### config.mk
export PLATFORM = sky130hd
export DESIGN_NAME = stage2_q_pack_arb
export DESIGN_NICKNAME = d
export VERILOG_FILES = /design/src/rtl/stage2_q_pack_arb_pkg.sv /design/src/rtl/stage2_q_field_pack.sv /design/src/rtl/stage2_q_pack_arb.sv
export SDC_FILE = /design/constraint.sdc
export NUM_CORES = 1
export LEC_CHECK = 0
export ABC_AREA = 1
export BUFFER_PORTS_ARGS = -buffer_cell sky130_fd_sc_hd__buf_2
export CORE_ASPECT_RATIO = 0.8
export CORE_MARGIN = 2
export CORE_UTILIZATION = 45
export DETAILED_ROUTE_END_ITERATION = 10
export PLACE_DENSITY = 0.65
export SLEW_MARGIN = 30
export SYNTH_ARGS = -nofsm -noshare
export SYNTH_HDL_FRONTEND = slang
export SYNTH_SLANG_ARGS = --single-unit
### constraint.sdc
create_clock -name clk -period 11.35 [get_ports clk]
set_input_delay 0.5675 -clock clk [delete_from_list [all_inputs] [get_ports clk]]
set_output_delay 0.5675 -clock clk [all_outputs]
set_load 0.01 [all_outputs]
### src/rtl/stage2_q_pack_arb_pkg.sv
// Shared quote-record and message layout constants for the stage 2 quote packer.
// Raw record is LSB-first by arrival order; the message is MSB-first for stage 3.
package stage2_q_pack_arb_pkg;

  localparam int DEF_N_CH  = 3;
  localparam int DEF_DEPTH = 2;

  localparam int MAX_ORIGINAL_DATA_BITS      = 200;
  localparam int MAX_MESSAGE_BITS            = 224;
  localparam int message_head_reserved_width = 8;
  localparam int q_rest_bits                 = 16;

  typedef struct packed {
    logic [15:0] offer_size;
    logic [31:0] offer_price;
    logic [15:0] bid_size;
    logic [31:0] bid_price;
    logic [31:0] strike_price;
    logic [15:0] expiration_block;
    logic [31:0] security_symbol;
    logic [7:0]  message_type;
    logic [7:0]  message_category;
    logic [7:0]  participant_id;
  } q_raw_t;

  typedef struct packed {
    logic [7:0]                               participant_id;
    logic [7:0]                               message_category;
    logic [7:0]                               message_type;
    logic [message_head_reserved_width-1:0]   reserved;
    logic [31:0]                              security_symbol;
    logic [15:0]                              expiration_block;
    logic [31:0]                              strike_price;
    logic [31:0]                              bid_price;
    logic [15:0]                              bid_size;
    logic [31:0]                              offer_price;
    logic [15:0]                              offer_size;
    logic [q_rest_bits-1:0]                   rest;
  } q_msg_t;

endpackage

### src/rtl/stage2_q_field_pack.sv
// Pure combinational repack of one raw quote record into the stage 3 message layout.
module stage2_q_field_pack
  import stage2_q_pack_arb_pkg::*;
(
  input  logic [MAX_ORIGINAL_DATA_BITS-1:0]      raw,
  input  logic [message_head_reserved_width-1:0] rsv,
  output logic [MAX_MESSAGE_BITS-1:0]            msg
);

  q_raw_t rec;
  q_msg_t m;

  assign rec = q_raw_t'(raw);

  always_comb begin
    m                  = '0;
    m.participant_id   = rec.participant_id;
    m.message_category = rec.message_category;
    m.message_type     = rec.message_type;
    m.reserved         = rsv;
    m.security_symbol  = rec.security_symbol;
    m.expiration_block = rec.expiration_block;
    m.strike_price     = rec.strike_price;
    m.bid_price        = rec.bid_price;
    m.bid_size         = rec.bid_size;
    m.offer_price      = rec.offer_price;
    m.offer_size       = rec.offer_size;
  end

  assign msg = m;

endmodule

### src/rtl/stage2_q_pack_arb.sv
// N-channel quote packer: per-channel FIFOs, round-robin merge, registered output stream.
// Optional macro STAGE2_Q_SEQ_NUM_EN puts a message sequence number in the reserved head field.
module stage2_q_pack_arb
  import stage2_q_pack_arb_pkg::*;
#(
  parameter int N_CH  = DEF_N_CH,
  parameter int DEPTH = DEF_DEPTH,
  parameter int CH_W  = 2,
  parameter int CNT_W = 32
) (
  input  logic                                 clk,
  input  logic                                 rst_n,
  input  logic [N_CH-1:0]                      in_valid,
  output logic [N_CH-1:0]                      in_ready,
  input  logic [N_CH*MAX_ORIGINAL_DATA_BITS-1:0] in_data,
  output logic                                 out_valid,
  input  logic                                 out_ready,
  output logic [MAX_MESSAGE_BITS-1:0]          out_data,
  output logic [CH_W-1:0]                      out_ch,
  output logic [CNT_W-1:0]                     msg_cnt
);

  // valid/ready: a transfer happens on a rising edge where valid and ready are both 1;
  // once valid is raised, it and its data stay stable until that transfer edge.

  localparam int RAW_W   = MAX_ORIGINAL_DATA_BITS;
  localparam int MSG_W   = MAX_MESSAGE_BITS;
  localparam int RSV_W   = message_head_reserved_width;
  localparam int PTR_W   = $clog2(DEPTH);
  localparam int FCNT_W  = $clog2(DEPTH + 1);

  logic [N_CH-1:0]  elig;
  logic [N_CH-1:0]  pop;
  logic [MSG_W-1:0] packed_msg [N_CH];
  logic [RSV_W-1:0] rsv_val;
  logic [CH_W-1:0]  rr_ptr;
  logic [CH_W-1:0]  grant;
  logic             grant_vld;
  logic             load;

  for (genvar i = 0; i < N_CH; i++) begin : g_ch
    logic [RAW_W-1:0]  mem [DEPTH];
    logic [PTR_W-1:0]  wr_ptr;
    logic [PTR_W-1:0]  rd_ptr;
    logic [FCNT_W-1:0] fifo_cnt;
    logic              wr_en;
    logic              wr_d;

    assign in_ready[i] = (fifo_cnt != FCNT_W'(DEPTH));
    assign wr_en       = in_valid[i] & in_ready[i];
    // The entry written on the last edge is held back one cycle so arbitration sees
    // only settled storage; this is what sets the two-edge input-to-output latency.
    assign elig[i]     = (fifo_cnt > FCNT_W'(wr_d));
    assign pop[i]      = load & grant_vld & (grant == CH_W'(i));

    always_ff @(posedge clk or negedge rst_n) begin
      if (!rst_n) begin
        wr_ptr   <= '0;
        rd_ptr   <= '0;
        fifo_cnt <= '0;
        wr_d     <= 1'b0;
      end else begin
        wr_d <= wr_en;
        if (wr_en) wr_ptr <= wr_ptr + PTR_W'(1);
        if (pop[i]) rd_ptr <= rd_ptr + PTR_W'(1);
        case ({wr_en, pop[i]})
          2'b10:   fifo_cnt <= fifo_cnt + FCNT_W'(1);
          2'b01:   fifo_cnt <= fifo_cnt - FCNT_W'(1);
          default: fifo_cnt <= fifo_cnt;
        endcase
      end
    end

    always_ff @(posedge clk) begin
      if (wr_en) mem[wr_ptr] <= in_data[i*RAW_W +: RAW_W];
    end

    stage2_q_field_pack u_pack (
      .raw (mem[rd_ptr]),
      .rsv (rsv_val),
      .msg (packed_msg[i])
    );
  end

  // First eligible channel at or after rr_ptr; scanning downward lets the nearest win.
  always_comb begin
    grant_vld = 1'b0;
    grant     = '0;
    for (int k = N_CH - 1; k >= 0; k--) begin
      if (elig[(int'(rr_ptr) + k) % N_CH]) begin
        grant_vld = 1'b1;
        grant     = CH_W'((int'(rr_ptr) + k) % N_CH);
      end
    end
  end

  assign load = !out_valid || out_ready;

`ifdef STAGE2_Q_SEQ_NUM_EN
  logic [RSV_W-1:0] seq_cnt;

  // A load with out_valid high also retires the current message this edge,
  // so the incoming one takes the next number.
  assign rsv_val = seq_cnt + RSV_W'(out_valid);

  always_ff @(posedge clk or negedge rst_n) begin
    if (!rst_n) begin
      seq_cnt <= '0;
    end else if (out_valid && out_ready) begin
      seq_cnt <= seq_cnt + RSV_W'(1);
    end
  end
`else
  assign rsv_val = '0;
`endif

  always_ff @(posedge clk or negedge rst_n) begin
    if (!rst_n) begin
      out_valid <= 1'b0;
      out_data  <= '0;
      out_ch    <= '0;
      rr_ptr    <= '0;
      msg_cnt   <= '0;
    end else begin
      if (load) begin
        out_valid <= grant_vld;
        if (grant_vld) begin
          out_data <= packed_msg[grant];
          out_ch   <= grant;
          rr_ptr   <= (grant == CH_W'(N_CH - 1)) ? '0 : grant + CH_W'(1);
        end
      end
      if (out_valid && out_ready) msg_cnt <= msg_cnt + CNT_W'(1);
    end
  end

endmodule
==> results by group, run 1 <==
Floorplanning
  – Die height: 327 um
  – Die X: 408 um
  – Cell Rows: 118
  – Initial Util: 45.3%
  – CORE AREA: 129000 um^2
  – IO Pins: 868
  – Die area: 133000 um^2

Worst setup path
  – CP max stage cell: nand2_8
  – Worst Path Arrival: 4800 ps
  – Top fanout value on the critical path: 95
  – Crit-path cells: inv_1 -> ha_1 -> inv_1 -> nand2_1 -> nand2_1 -> nand2_1 -> nand2_1 -> nand2_1 -> nand2_2 -> nand2_8 -> nand2_8 -> nand2_1 -> nor2_4 -> ha_1 -> a21oi_1 -> o21ai_0 -> xor2_1
  – Critical Path End Type: register
  – Max stage delay on crit path: 660 ps
  – Critical path launch point type: register
  – Category of the most critical setup path: register to register
  – Crit path top cell by count: nand2_1
  – Worst reg2reg endpoint: g_ch[0].fifo_cnt[1]$_DFFE_PN0P_
  – Reg2reg start: g_ch[0].fifo_cnt[0]$_DFFE_PN0P_
  – Reg2Reg Depth: 17
  – Worst reg-to-reg setup slack: 7190 ps
  – Worst EP required: 11990 ps

Final layout
  – Post-Layout Cell Count: 8297
  – Fin util: 58.3%
  – Multi-input logic area: 14400 um^2
  – Design Area, Final: 75400 um^2
  – Commonest non-fill, non-tap cell in the layout: nand2_1
  – Post-layout nets: 7017
  – Share of layout cells above drive strength 1: 18.4%
  – Register area: 42400 um^2
  – Fillers: 10300
  – Area grow syn2layout: 28.5%
  – Most frequent cells in the layout: nand2_1, edfxtp_1, buf_2, nand3_1, dlygate4sd3_1

Worst hold path
  – WHS Endpoint: out_valid$_DFFE_PN0P_
  – Hold crit path type: input pin to register
  – Hold path startpoint: out_ready
  – Hold depth: 2

Global route
  – Initial antenna violation count: 43
  – GRT Overall Usage: 26.1%
  – Largest net degree at the start of global routing: 128
  – Vias in the first global route: 42700
  – Gr ovfl total: 0
  – First-pass GRT wire length: 264000 um

Run
  – Max_cap viols: 0

Logic synthesis
  – Asr flop ratio synth: 17.4%
  – Number of synthesized flops with an enable pin: 1200
  – Mean Syn Cell Area: 11.7 um^2
  – Synth Area in XOR/XNOR: 0.582%
  – Synth cell types: 35
  – Mux cell area share after synthesis: 3.04%
  – Synth Flop Type: edfxtp_1
  – Cell Area, Synth: 58700 um^2
  – Area share of fa/ha/maj cells after synthesis: 0.192%
  – Number of synthesis warnings: 0
  – Post-synthesis compound-gate area fraction: 0.130%
  – Sequential fraction of the synthesis area: 72.1%
  – Number of synthesized register bits: 1452
  – Post-synthesis simple-gate area fraction: 20.2%
  – Largest family of logic cells by synthesized area: simple AND/OR/NAND/NOR gates
  – Syn Inst Count: 5018

Routing
  – Residual DRC: 0
  – Final WL: 178000 um
  – 1st-iter DRT viols: 4567
  – Vias: 43200
  – Via density: 5.20
  – Detailed Routing Iterations Pass 1: 5
  – WL/cell: 21.4 um
  – DRT antenna net count: 0

Power
  – Peak VDD IR: 303 uV
  – Pwr Density: 289 nW/um^2
  – Pleak: 32.4 nW
  – Part of the power in registers: 36.9%
  – Power Total: 21.8 mW
  – Sw frac: 41.3%
  – Switch Pwr: 8.99 mW
  – Clock share of power: 21.9%
  – Combinational cell fraction of total power: 41.2%
  – Internal cell power: 12.8 mW

Timing
  – Max Slew Vio Count: 0
  – Final Hold Fails: 0
  – RSZ-0062 raised after global routing: no
  – Worst slew margin: 32.8%
  – Worst Skew: 34.6 ps
  – Final hold slack: 134 ps
  – Crit path time final: 4160 ps
  – F_max: 240 MHz
  – Setup TNS: 0 ps
  – Period utilization: 36.7%
  – Fin worst setup slack: 7190 ps
  – Worst slew pin tran: 1010 ps
  – Final setup violation count: 0

Clock network
  – Clock H-tree levels: 4
  – Root Buffer: clkbuf_16
  – Clock Tree Buf Depth: 3
  – Clk_lat worst skew: 800 ps
  – Clk pin slew, worst setup/hold paths: 60 ps
  – Post-cts resize count: 0
  – CTS tree: done
  – CTS buffer count: 145
  – CTS sink count: 1452

Place
  – Placed cell areas: 64500 um^2
  – Hpwl dp: 105000 um
  – GP Congestion: 0.826
  – Placed insts: 7391
  – Port bufs: 843
  – Setup Slack @ Placement: 7160 ps

Status
  – Outcome: completed
## critical path, delay by kind of cell, from the launching register on
family	cells	cell delay, ps
XOR/XNOR	1	150
adder cells (fa/ha/maj)	2	660
buffers and inverters	2	130
AND/OR/NAND/NOR	10	2470
flip-flops	1	390
AO/OA/AOI/OAI	2	230
## layer usage
metal | global-route usage [%] | vias to the layer above | wire length [um]
met5 | 0 | - | 154
met2 | 42.4 | 2181 | 85000
li1 | - | 19600 | -
met4 | 9.52 | 24 | 5320
met1 | 34.5 | 21000 | 71300
met3 | 6.13 | 347 | 15900
## power groups by stage
stage	combinational [mW]	clock [mW]	sequential (mW)
after floorplan	5.54	0	8.41
after global placement	8.51	0	8.08
after detailed placement	8.68	0	8.11
after CTS	8.89	4.84	8.02
after global routing	9.84	5.04	8.14
final	8.98	4.78	8.03
## cells in the mapped netlist, types with 2 or more instances
cell	n	share of area (%)
nand2_1	1621	10
edfxtp_1	1200	61
nand3_1	601	5.1
nor2_1	382	2.4
dfrtp_1	252	11
inv_1	219	1.4
mux2i_1	177	3.0
clkbuf_1	147	0.94
or2_0	122	1.3
buf_2	83	0.71
or2_2	55	0.59
buf_4	41	0.52
xor2_1	24	0.36
xnor2_1	15	0.22
buf_1	14	0.090
nor3_1	10	0.085
ha_1	9	0.19
nand2_2	6	0.064
o21ai_0	6	0.051
inv_2	5	0.032
nand4_1	5	0.053
nor2_2	4	0.043
a21oi_1	3	0.026
nor4_1	3	0.032
buf_6	2	0.038
nand3_2	2	0.034
nor2_4	2	0.038
## state kept, by name, summed over array words and instances, names as in the netlist
name / count
g_ch.fifo_cnt: 6
out_ch: 2
out_valid: 1
g_ch.mem: 1200
rr_ptr: 2
out_data: 200
g_ch.wr_d: 3
g_ch.wr_ptr: 3
msg_cnt: 32
g_ch.rd_ptr: 3
## timing repair
action,4_1_cts,5_1_grt
hold endpoints to repair,1284,0
hold buffers,601,0
setup buffers,0,0
## cells by family after synthesis
family | count (synthesis)
mux | 178
flops | 1452
xor+xnor | 39
fa+ha+maj | 9
simple gates | 2815
buf+inv | 511
other cells | 1
compound gates | 13
## worst max path at each step
| stage | startpoint | endpoint | slack (ps) | cells past startpoint |
|---|---|---|---|---|
| 5_1_grt | g_ch[0].fifo_cnt[0]$_DFFE_PN0P_ | g_ch[0].fifo_cnt[1]$_DFFE_PN0P_ | 6810 | 17 |
| 3_3_place_gp | g_ch[0].fifo_cnt[0]$_DFFE_PN0P_ | g_ch[0].fifo_cnt[1]$_DFFE_PN0P_ | 6950 | 17 |
| 6_report | g_ch[0].fifo_cnt[0]$_DFFE_PN0P_ | g_ch[0].fifo_cnt[1]$_DFFE_PN0P_ | 7190 | 17 |
| 2_1_floorplan | g_ch[1].fifo_cnt[0]$_DFFE_PN0P_ | g_ch[1].mem[1][0]$_DFFE_PP_ | 1590 | 4 |
| 4_1_cts | g_ch[0].fifo_cnt[0]$_DFFE_PN0P_ | g_ch[0].fifo_cnt[1]$_DFFE_PN0P_ | 7130 | 17 |
| 3_5_place_dp | g_ch[0].fifo_cnt[0]$_DFFE_PN0P_ | g_ch[0].fifo_cnt[1]$_DFFE_PN0P_ | 7160 | 17 |
## area by class of cell
cell class                      instances  area share (%)
Sequential cell                      1452            56.2
Multi-Input combinational cell       3078            19.0
Timing Repair Buffer                 1501            14.4
Clock buffer                          223            5.64
Tap cell                             1740            2.89
Inverter                              224            1.13
Clock inverter                         46           0.601
Antenna cell                           33           0.109
No activity file was read; power rests on OpenSTA's default activity.
==> inputs of run 2 (changes only) <==
Clock period 11.35 ns to 4.24 ns, I/O delays scaled along.
==> run 2 against run 1 <==
Wire length rose by 1.7%. Clock power rose to 2.7 times the previous value. Maximum frequency is 23% higher. Critical path depth up 1. Sequential share of layout area is 0.51 points lower. Critical endpoint unchanged. Highest routed layer unchanged.
==> results by group, run 2 (synthesis results as in run 1) <==
Global route
  – GRT Overall Usage: 26.7% (+0.60 points)
  – Vias in the first global route: 43200 (+1.1%)
  – First-pass GRT wire length: 269000 um (+1.9%)
  – Largest net degree at the start of global routing: 165 (+29%)
  – Initial antenna violation count: 41 (-4.7%)
  – Gr ovfl total: 0 (unchanged)

Routing
  – WL/cell: 21.7 um (+1.4%)
  – 1st-iter DRT viols: 4232 (-7.3%)
  – Detailed Routing Iterations Pass 1: 5 (unchanged)
  – Via density: 5.18 (-0.39%)
  – DRT antenna net count: 0 (unchanged)
  – Vias: 43100 (-0.076%)
  – Residual DRC: 0 (unchanged)
  – Final WL: 181000 um (+1.7%)

Final layout
  – Most frequent cells in the layout: nand2_1, edfxtp_1, buf_2, dlygate4sd3_1, nand3_1
  – Largest Register: g_ch.mem
  – Fin util: 58.8% (+0.54 points)
  – Commonest non-fill, non-tap cell in the layout: nand2_1
  – Biggest regs: g_ch.mem: 1200 flops, out_data: 200 flops, msg_cnt: 32 flops
  – Max reg flops: 1200 (unchanged)
  – Area grow syn2layout: 29.7%
  – Fillers: 10300 (+0.34%)
  – Post-layout nets: 7044 (+0.38%)
  – Share of layout cells above drive strength 1: 18.7% (+0.26 points)

Worst setup path
  – Reg2reg start: g_ch[0].fifo_cnt[0]$_DFFE_PN0P_
  – Crit-path cells: inv_1 -> ha_1 -> inv_1 -> nand2_1 -> nand2_1 -> nand2_1 -> nand2_1 -> nand2_1 -> nand2_2 -> nand2_8 -> nand2_8 -> nand2_1 -> nor2_2 -> buf_4 -> ha_1 -> a21oi_1 -> o21ai_0 -> xor2_1
  – Critical path launch point type: register
  – Reg2Reg Depth: 18 (+1)
  – Crit path launch: g_ch[0].fifo_cnt[0]$_DFFE_PN0P_
  – CP max stage cell: dfrtp_1
  – Worst reg-to-reg setup slack: 850 ps (-6340 ps)
  – Setup crit end: g_ch[0].fifo_cnt[1]$_DFFE_PN0P_
  – Worst EP required: 4870 ps (-7120 ps)
  – Worst Path Arrival: 4020 ps (-780 ps)
  – Worst reg2reg endpoint: g_ch[0].fifo_cnt[1]$_DFFE_PN0P_
  – Category of the most critical setup path: register to register
  – Max stage delay on crit path: 390 ps (-270 ps)
  – Crit path top cell by count: nand2_1
  – Critical Path End Type: register
  – Top fanout value on the critical path: 46 (-52%)

Timing
  – Final Hold Fails: 0 (unchanged)
  – Fin worst setup slack: 852 ps (-6340 ps)
  – Final setup violation count: 0 (unchanged)
  – Worst slew pin tran: 1150 ps (+141 ps)
  – Worst Skew: 31.1 ps (-3.50 ps)
  – Worst slew margin: 23.4% (-9.4 points)
  – Max Slew Vio Count: 0 (unchanged)
  – F_max: 295 MHz (+23%)
  – RSZ-0062 raised after global routing: no
  – Setup TNS: 0 ps (unchanged)
  – Crit path time final: 3390 ps (-775 ps)
  – Period utilization: 79.9% (+43 points)
  – Final hold slack: 94.7 ps (-39.0 ps)

Place
  – Port bufs: 843 (unchanged)
  – GP Congestion: 0.830 (+0.50%)
  – Hpwl dp: 107000 um (+1.6%)
  – Setup Slack @ Placement: 814 ps (-6340 ps)

Clock network
  – Post-cts resize count: 0 (unchanged)
  – CTS sink count: 1452 (unchanged)
  – Root Buffer: clkbuf_16
  – Clk pin slew, worst setup/hold paths: 60 ps (about the same)
  – Clock H-tree levels: 4 (unchanged)
  – CTS buffer count: 146 (+0.69%)
  – Clock Tree Buf Depth: 3 (unchanged)
  – Post CTS Setup Buffer Count: 0 (unchanged)
  – CTS tree: done
  – Clk_lat worst skew: 780 ps (-20 ps)

Floorplanning
  – CORE AREA: 129000 um^2 (unchanged)
  – Die height: 327 um (unchanged)
  – Die X: 408 um (unchanged)
  – IO Pins: 868 (unchanged)
  – Initial Util: 45.3% (unchanged)
  – Cell Rows: 118 (unchanged)
  – Die area: 133000 um^2 (unchanged)

Worst hold path
  – Hold crit path type: input pin to async pin

Power
  – Peak VDD IR: 1500 uV (+390%)
  – Pleak: 32.7 nW (+0.98%)
  – Pwr Density: 776 nW/um^2 (+170%)

Status
  – Outcome: completed

Run
  – Max_cap viols: 0 (unchanged)
[run 2: changes by cell type in the layout (fill, tap and decap cells not counted), sizes merged]
cell         previous run  this run
clkinv                 31        23
clkbuf                223       229
bufinv                  5         8
inv                   231       232
dlygate4sd3           601       605
clkinvlp                3         1
buf                   900       922
[run 2: final cells by class]
type	instances	area (um^2)	share of cell area [%]
diodes	33	82.6	0.108
clock buffers	229	4320	5.67
clock inverters	40	492	0.646
inverters	224	856	1.12
multi-input cells	3078	14400	18.9
flip-flops and latches	1452	42400	55.6
well taps	1740	2180	2.86
repair buffers	1527	11500	15.1
[run 2: layer usage]
layer	share of wire, %	track usage (%)
met5	0.072	0
met4	3.4	10.4
met3	8.3	5.83
met2	48	44.4
met1	40	34.5
[run 2: worst max-delay path, delay by kind of cell, from the launching register on]
family / cells / cell delay, ps
and+or+nand+nor: 10 / 1440
adders and majority gates: 2 / 600
buffers and inverters: 3 / 410
DFF: 1 / 390
AOI/OAI and AO/OA: 2 / 240
xor gates and xnor gates: 1 / 160
[run 2: repair_timing]
item,in CTS,in global routing
hold buffers,605,0
endpoints found under the setup margin,0,0
hold endpoints to repair,1290,0
[run 2: how the worst min path moves through the flow]
stage	to	cells past startpoint	from
final	msg_cnt[21]$_DFFE_PN0P_	2	rst_n
after global routing	g_ch[0].mem[0][165]$_DFFE_PP_	2	in_data[165]
after CTS	msg_cnt[21]$_DFFE_PN0P_	2	rst_n
after detailed placement	msg_cnt[28]$_DFFE_PN0P_	1	rst_n
after global placement	msg_cnt[28]$_DFFE_PN0P_	1	rst_n
after floorplan	g_ch[0].fifo_cnt[0]$_DFFE_PN0P_	0	rst_n
[run 2: power by group]
| part | leakage [nW] | total, mW | internal, mW | switching, mW |
|---|---|---|---|---|
| combinational | 16.2 | 24.7 | 7.58 | 17.1 |
| sequential | 14.1 | 21.4 | 19.8 | 1.53 |
| clock | 2.35 | 13.0 | 7.52 | 5.52 |
| total | 32.7 | 59.1 | 34.9 | 24.2 |
[run 2: per-stage QoR]
| step | instances | area [um^2] | power (mW) |
|---|---|---|---|
| after floorplan | 5041 | 58800 | 36.9 |
| after global placement | 7412 | 65100 | 45.1 |
| after detailed placement | 7415 | 65100 | 45.6 |
| after CTS | 8289 | 76000 | 59.1 |
| after global routing | 8319 | 76100 | 62.6 |
| final | 8323 | 76100 | 59.1 |
